===== config.mk =====
export PLATFORM = sky130hd
export DESIGN_NAME = pipe_stage_skid
export DESIGN_NICKNAME = d
export VERILOG_FILES = /design/src/rtl/pipe_stage_skid_pkg.sv /design/src/rtl/pipe_entry_reg.sv /design/src/rtl/pipe_stage_skid.sv
export SDC_FILE = /design/constraint.sdc
export NUM_CORES = 1
export LEC_CHECK = 0
export ABC_AREA = 1
export BUFFER_PORTS_ARGS = -buffer_cell sky130_fd_sc_hd__buf_2
export CAP_MARGIN = 20
export CORE_MARGIN = 10
export CORE_UTILIZATION = 45
export CTS_BUF_LIST = sky130_fd_sc_hd__clkbuf_16
export DETAILED_ROUTE_END_ITERATION = 12
export PLACE_DENSITY = 0.7
export SYNTH_ARGS = -nofsm -noshare
export SYNTH_HDL_FRONTEND = slang
export SYNTH_SLANG_ARGS = --single-unit

===== constraint.sdc =====
create_clock -name clk -period 2.01 [get_ports clk]
set_clock_uncertainty 0.15 [all_clocks]
set_input_delay 0.603 -clock clk [delete_from_list [all_inputs] [get_ports clk]]
set_output_delay 0.603 -clock clk [all_outputs]
set_load 0.005 [all_outputs]

===== src/rtl/pipe_stage_skid_pkg.sv =====
// Shared definitions for the skid-buffered inter-stage pipeline register.
// The state encoding mirrors the valid bits as {skid_valid, main_valid}.
// The control-field indices name the bits each stage packs into the ctrl payload.
package pipe_stage_skid_pkg;

    typedef enum logic [1:0] {
        ST_EMPTY = 2'b00,
        ST_ONE   = 2'b01,
        ST_FULL  = 2'b11
    } state_t;

    localparam int CTRL_REGWRITE  = 0;
    localparam int CTRL_HALT      = 1;
    localparam int CTRL_JUMP      = 2;
    localparam int CTRL_BR        = 3;
    localparam int CTRL_ALIGN_ERR = 4;

endpackage


===== src/rtl/pipe_entry_reg.sv =====
// One {valid, ctrl, data} entry of the stage.
// The valid bit is rewritten every cycle from next_valid.
// ctrl is forced to zero whenever the entry becomes invalid, so a bubble never carries control bits.
// data only changes on load and is otherwise held, including across bubbles.
module pipe_entry_reg
    import pipe_stage_skid_pkg::*;
#(
    parameter int DATA_W = 64,
    parameter int CTRL_W = 8
) (
    input  logic              clk,
    input  logic              rst,
    input  logic              load,
    input  logic              next_valid,
    input  logic [CTRL_W-1:0] wr_ctrl,
    input  logic [DATA_W-1:0] wr_data,
    output logic              valid,
    output logic [CTRL_W-1:0] ctrl,
    output logic [DATA_W-1:0] data
);

    // Valid and ctrl: reset to zero, ctrl cleared whenever the entry goes invalid.
    always_ff @(posedge clk) begin
        if (rst) begin
            valid <= 1'b0;
            ctrl  <= '0;
        end else begin
            valid <= next_valid;
            if (!next_valid) begin
                ctrl <= '0;
            end else if (load) begin
                ctrl <= wr_ctrl;
            end
        end
    end

    // Data: reset to zero, otherwise loaded on demand and held in bubbles.
    always_ff @(posedge clk) begin
        if (rst) begin
            data <= '0;
        end else if (load) begin
            data <= wr_data;
        end
    end

endmodule


===== src/rtl/pipe_stage_skid.sv =====
// Pipeline stage register with a valid/ready handshake and a 2-entry skid buffer.
//
// Handshake: an input transfer happens on a cycle where in_valid && in_ready.
// An output transfer happens on a cycle where out_valid && out_ready.
// in_ready is the inverse of the registered skid valid bit, so it never depends
// combinationally on out_ready. Once in_valid is raised, upstream holds it and the
// payload until the transfer.
//
// The main entry drives the outputs. The skid entry absorbs the one entry that
// arrives in the cycle downstream stalls. flush drops both entries and leaves a
// bubble with ctrl = 0. stall_cnt counts cycles with out_valid && !out_ready and
// saturates at its maximum value.
module pipe_stage_skid
    import pipe_stage_skid_pkg::*;
#(
    parameter int DATA_W = 64,
    parameter int CTRL_W = 8,
    parameter int CNT_W  = 16
) (
    input  logic              clk,
    input  logic              rst,
    input  logic              flush,
    input  logic              in_valid,
    output logic              in_ready,
    input  logic [DATA_W-1:0] in_data,
    input  logic [CTRL_W-1:0] in_ctrl,
    output logic              out_valid,
    input  logic              out_ready,
    output logic [DATA_W-1:0] out_data,
    output logic [CTRL_W-1:0] out_ctrl,
    output logic [CNT_W-1:0]  stall_cnt,
    input  logic              stall_cnt_clr,
    output logic [1:0]        state
);

    logic              main_valid;
    logic [CTRL_W-1:0] main_ctrl;
    logic [DATA_W-1:0] main_data;
    logic              skid_valid;
    logic [CTRL_W-1:0] skid_ctrl;
    logic [DATA_W-1:0] skid_data;

    state_t cur_state;
    state_t nxt_state;

    logic main_load;
    logic main_from_skid;
    logic skid_load;

    // The state register is the pair of valid bits held in the two entries.
    pipe_entry_reg #(
        .DATA_W (DATA_W),
        .CTRL_W (CTRL_W)
    ) u_main (
        .clk        (clk),
        .rst        (rst),
        .load       (main_load),
        .next_valid (nxt_state != ST_EMPTY),
        .wr_ctrl    (main_from_skid ? skid_ctrl : in_ctrl),
        .wr_data    (main_from_skid ? skid_data : in_data),
        .valid      (main_valid),
        .ctrl       (main_ctrl),
        .data       (main_data)
    );

    pipe_entry_reg #(
        .DATA_W (DATA_W),
        .CTRL_W (CTRL_W)
    ) u_skid (
        .clk        (clk),
        .rst        (rst),
        .load       (skid_load),
        .next_valid (nxt_state == ST_FULL),
        .wr_ctrl    (in_ctrl),
        .wr_data    (in_data),
        .valid      (skid_valid),
        .ctrl       (skid_ctrl),
        .data       (skid_data)
    );

    // Decode the current state from the registered valid bits.
    always_comb begin
        cur_state = ST_EMPTY;
        if (skid_valid) begin
            cur_state = ST_FULL;
        end else if (main_valid) begin
            cur_state = ST_ONE;
        end
    end

    // Next state. flush wins over the handshake, and in_valid is ignored in FULL.
    always_comb begin
        nxt_state = cur_state;
        if (flush) begin
            nxt_state = ST_EMPTY;
        end else begin
            case (cur_state)
                ST_EMPTY: nxt_state = in_valid ? ST_ONE : ST_EMPTY;
                ST_ONE: begin
                    if (out_ready) begin
                        nxt_state = in_valid ? ST_ONE : ST_EMPTY;
                    end else begin
                        nxt_state = in_valid ? ST_FULL : ST_ONE;
                    end
                end
                ST_FULL:  nxt_state = out_ready ? ST_ONE : ST_FULL;
                default:  nxt_state = ST_EMPTY;
            endcase
        end
    end

    // Entry load controls. Main refills from skid when FULL drains, keeping FIFO order.
    always_comb begin
        main_load      = 1'b0;
        main_from_skid = 1'b0;
        skid_load      = 1'b0;
        if (!flush) begin
            case (cur_state)
                ST_EMPTY: main_load = in_valid;
                ST_ONE: begin
                    if (out_ready) begin
                        main_load = in_valid;
                    end else begin
                        skid_load = in_valid;
                    end
                end
                ST_FULL: begin
                    if (out_ready) begin
                        main_load      = 1'b1;
                        main_from_skid = 1'b1;
                    end
                end
                default: begin
                    main_load = 1'b0;
                end
            endcase
        end
    end

    // Saturating stall counter. A clear beats an increment in the same cycle, and flush leaves it alone.
    always_ff @(posedge clk) begin
        if (rst) begin
            stall_cnt <= '0;
        end else if (stall_cnt_clr) begin
            stall_cnt <= '0;
        end else if (main_valid && !out_ready && (stall_cnt != {CNT_W{1'b1}})) begin
            stall_cnt <= stall_cnt + {{(CNT_W-1){1'b0}}, 1'b1};
        end
    end

    // Every output is a flop or a plain rename of flops.
    assign in_ready  = !skid_valid;
    assign out_valid = main_valid;
    assign out_data  = main_data;
    assign out_ctrl  = main_ctrl;
    assign state     = cur_state;

endmodule


Yosys cells after proc, flatten, opt, wreduce, memory -nomap -nowiden
Cells that the tools add are included.
Widths: inputs -> output; s select.
{"block": "totals", "ff_bits": 162, "elab_cells": 42, "in_bits": 78, "output_inout_bits": 92}
{"block": "classes", "n_eq_ne": 4, "n_addsub": 1, "n_bitwise": 2, "n_reduce_logical": 9, "n_mux": 19}
{"cell": "$mux 64", "count": 1}
{"cell": "$add 16x1->16 const B", "count": 1}
{"cell": "$ne 16x16->1 const B", "count": 1}
{"cell": "$mux 1", "count": 10}
{"cell": "$mux 2", "count": 5}
{"cell": "$mux 8", "count": 1}
{"cell": "$pmux 2 s3", "count": 1}
{"cell": "$reduce_or 2->1", "count": 3}
{"cell": "$eq 2x2->1 const B", "count": 2}
{"cell": "$pmux 1 s3", "count": 1}
{"cell": "$eq 2x1->1 const B", "count": 1}
{"cell": "$logic_and 1x1->1", "count": 2}
{"cell": "$logic_not 1->1", "count": 2}
{"cell": "$logic_not 2->1", "count": 1}
{"cell": "$not 1->1", "count": 2}
{"cell": "$reduce_bool 2->1", "count": 1}

Longest topological paths before layout
{"block": "logic_depth", "word_depth": 8, "mapped_depth": 9, "depth_no_buf": 9}

By module
A second synthesis with hierarchy kept.
{"block": "hier_totals", "hier_cells": 884, "hier_area_um2": 7051.8}
{"module": "pipe_entry_reg", "instances": 2, "area_each_um2": 2575.0, "cells_per_inst": 315}
{"module": "pipe_stage_skid", "instances": 1, "area_each_um2": 1901.8, "cells_per_inst": 254}

Worst setup path after synthesis
Ideal clock, no wire load.
{"block": "synth_path", "kind": "in2reg", "from": "in out_ready", "to": "reg u_skid.data[11]", "setup_ns": 0.116, "required_ns": 1.744, "arrival_ns": 1.397, "path_buffers": 2, "path_slack_ns": 0.347, "cell_stages": 8, "cell_sequence": "inv_2 > nand2_2 > nor2_2 > nand3_2 > buf_6 > buf_6 > o21ai_0 > nor2_1"}
{"block": "synth_via", "elab_chain_len": 3}
{"item": "start: declaration", "line": "pipe_stage_skid.sv:28", "rtl": "input logic out_ready,"}
{"item": "$mux 1", "line": "pipe_stage_skid.sv:121", "rtl": "if (out_ready) begin"}
{"item": "$mux 1", "line": "pipe_stage_skid.sv:118", "rtl": "case (cur_state)"}
{"item": "$mux 1", "line": "pipe_stage_skid.sv:117", "rtl": "if (!flush) begin"}
{"item": "end signal: assignment", "line": "pipe_entry_reg.sv:42", "rtl": "data <= wr_data;"}
{"item": "end: declaration", "line": "pipe_entry_reg.sv:19", "rtl": "output logic [DATA_W-1:0] data"}
No other way between the ends.
A chain may end at the register's enable or synchronous reset.

Worst setup path in the final report
{"block": "layout_path", "from": "reg u_skid.valid", "to": "out state[0]"}
{"block": "layout_via", "elab_chain_len": 1}
{"item": "start: declaration", "line": "pipe_entry_reg.sv:17", "rtl": "output logic valid,"}
{"item": "start signal: assignment", "line": "pipe_entry_reg.sv:28", "rtl": "valid <= next_valid;"}
{"item": "$mux 2", "line": "pipe_stage_skid.sv:84", "rtl": "if (skid_valid) begin"}
{"item": "end: declaration", "line": "pipe_stage_skid.sv:33", "rtl": "output logic [1:0] state"}
No other way between the ends.

==> results.yml <==
run_status:
  status: "finished clean"
timing:
  rsz0062_at_grt: "false"
  hold_viol: 0
  setup_violations: 0
  fin_tns_setup_ns: 0
  min_period_over_period_pct: 94.47
  relSlewSlack_pct: 71.28
  fmax_mhz: 526.6
  final_max_slew_viol_count: 0
  fin_crit_ns: 1.899
  tightest_slew_ns: 0.4308
  setup_ws_ns: 0.1112
routing:
  routed_wl_mm: 18.16
  num_vias: 6269
  post-route-drc-count: 0
  ant_nets: 0
  wl_per_cell_um: 14.86
  via_per_inst: 5.130
  drtIter0Drc: 353
  detail_route.first_pass.iterations: 5
flow_run:
  maxCapViolCount: 0
setup_path:
  cp-end-kind: "primary output"
  slowest_stage: "dfxtp_1"
  worstReg2RegStart: "stall_cnt[0]"
  required_ns: 1.26
  critical_path_class: "flop to primary output"
  crit_buf_inv: 2
  cp_cell_sequence: "inv_2, nand2_1, buf_2"
  max_stage_delay_ns: 0.38
  path_max_fanout: 5
  start_kind: "flop"
  arrival_ns: 1.15
  setup.worst_path.start: "u_skid.valid"
  critPathTopFamily: "flip-flops"
synthesis:
  yosysMostFrequentCell: "a21oi_1"
  async_flop_share_pct: 0
  yosys-top-cells-area: "dfxtp_1 49%, a21oi_1 14%, nand2_1 7.3%"
  synth.top_cells.by_count: "188 x a21oi_1, 162 x dfxtp_1, 128 x nand2_1"
  synth_edf_count: 0
  muxShareOfSynthArea_pct: 0
  syn_inst: 872
  yosysSeqAreaShare_pct: 49.32
  synth_top_family_by_area: "compound AO/OA/AOI/OAI gates"
  synth_top_area_share_pct: 49.32
  synthXorXnorAreaFrac_pct: 0.1332
  ys_ff_latch: 162
  synth_adder_area_share_pct: 0.1903
  synth_cell_types: 26
  syn_avg_cell_area_um2: 7.540
  yosys.area.top_type: "dfxtp_1"
  synth_fp_nets: 951
  syn_area_um2: 6575
  ys_warn_count: 0
  synth-simple-area-share_pct: 17.55
  ys.flop_type: "dfxtp_1"
  synth_compound_area_share_pct: 24.95
pwr:
  power_mw: 7.119
  sw_frac_of_total_pct: 22.87
  p_int_mw: 5.491
  cellPowerDensity_nw_per_um2: 869.1
  leakage_nw: 3.351
  peakVddDrop_uv: 636.9
  comb_power_share_pct: 7.9
  switchingPower_mw: 1.628
  p_seq_share_pct: 47.6
  clkPwrFrac_pct: 44.5
global_route:
  grt_pass1_wl_mm: 29.66
  grt_use_total_pct: 17.87
  grt_pass1_vias: 5976
  grt.overflow.total: 0
  grt_max_degree: 85
  antenna_found_initial: 1
floorplan:
  pin_count: 170
  die-area_um2: 19850
  rows: 44
  coreArea_um2: 14420
  start_util_pct: 45.58
  die-height_um: 140.9
  die_x_um: 140.9
clocking:
  root_buffer: "clkbuf_16"
  clk_path_buf_depth: 2
  cts_resized: 0
  cts_buffers: 17
  tritoncts: "built"
  cts.reportedPaths.clkPinSlew_ns: 0.06
  htreeDepth: 4
  cts.sinks: 162
  clock_latency_ns: 0.43
  post_cts.repair.setup_buffers: 0
  holdBufCountCts: 0
cells_and_area:
  multi_input_area_um2: 2823
  drive_gt1_share_pct: 23.14
  seqCellArea_um2: 3243
  fin_util_pct: 56.79
  n_fill_cell: 1357
  layout.nets: 1103
  area_growth_pct: 24.59
place:
  gp_congestion: 0.8141
  dp_slack_ns: 0.0004408
  dpl.hpwl_mm: 12.09
  numPortBuffers: 169
worst_hold_path:
  hp-start: "in_ctrl[0]"
  hp-class: "primary input to flop"
## worst reg2reg max path: stages (launching register included)
cell and delay [ns]:
dfxtp_1 0.40, ha_1 0.17, inv_1 0.07, nor2_2 0.20, nand4_4 0.29, a21oi_1 0.23
nor2_1 0.06
## power groups by stage
stage          Clock (mW)  Combinational (mW)  Sequential (mW)
2_1_floorplan           0               0.277             3.46
3_3_place_gp            0               0.567             3.45
3_5_place_dp            0               0.568             3.46
4_1_cts              3.24               0.571             3.39
5_1_grt              3.39               0.636             3.40
6_report             3.17               0.564             3.39
## placed cells by master (no fill, tap or decap), drive strengths merged
cell      synthesis  layout
bufinv            0       3
nor3              1       1
xor2              1       1
buf              38     193
o21ai           138     138
diode             0       1
and3              1       1
dfxtp           162     162
nand4             5       5
clkinv            0       6
nand3            18      18
clkbuf           22      17
clkinvlp          0       3
nor2            124     124
a21oi           189     189
nand2           132     132
ha                1       1
inv              40      43
## layout make-up
type                    instances  area share, %
clock buffers                  17          5.193
clock inverters                15          1.848
repair buffers                193          14.21
diodes                          1        0.03055
flip-flops and latches        162          39.59
multi-input cells             610          34.46
inverters                      40          1.863
well taps                     184          2.810
## stage by stage
stage | cell area [um2] | instances | hold WS (ns)
6_report | 8192 | 1222 | 0.2857
5_1_grt | 8189 | 1221 | 0.2793
4_1_cts | 8189 | 1221 | 0.2654
3_5_place_dp | 7612 | 1189 | 0.2856
3_3_place_gp | 7612 | 1189 | 0.2816
2_1_floorplan | 6575 | 872 | 0.2737
## cell families after synthesis
group / Yosys count
simple gates: 281
xor+xnor: 1
flops: 162
compound gates: 327
fa+ha+maj: 1
buf+inv: 100
## final timing paths
path	end	slack [ns]	cells past startpoint
setup / recovery	state[0]	0.11	3
hold / removal	u_skid.ctrl[0]	0.29	3
setup reg to reg	stall_cnt[4]	0.34	6
hold reg to reg	u_skid.data[42]	0.29	2
## flip-flops by register name, summed over array words and instances, names as in the netlist
register	cells
stall_cnt	16
u_main.ctrl	8
u_main.data	64
u_main.valid	1
u_skid.ctrl	8
u_skid.data	64
u_skid.valid	1
## layer usage
metal,part of all wire [%],up-vias,GRT usage [%],wire (um)
met3,8.9,29,6.584,1624
met5,0.072,-,0,13
met2,44,209,26.65,7988
met4,1.8,2,6.467,328
met1,45,2806,23.11,8202
li1,-,3223,-,-
No activity file was read; power rests on OpenSTA's default activity.
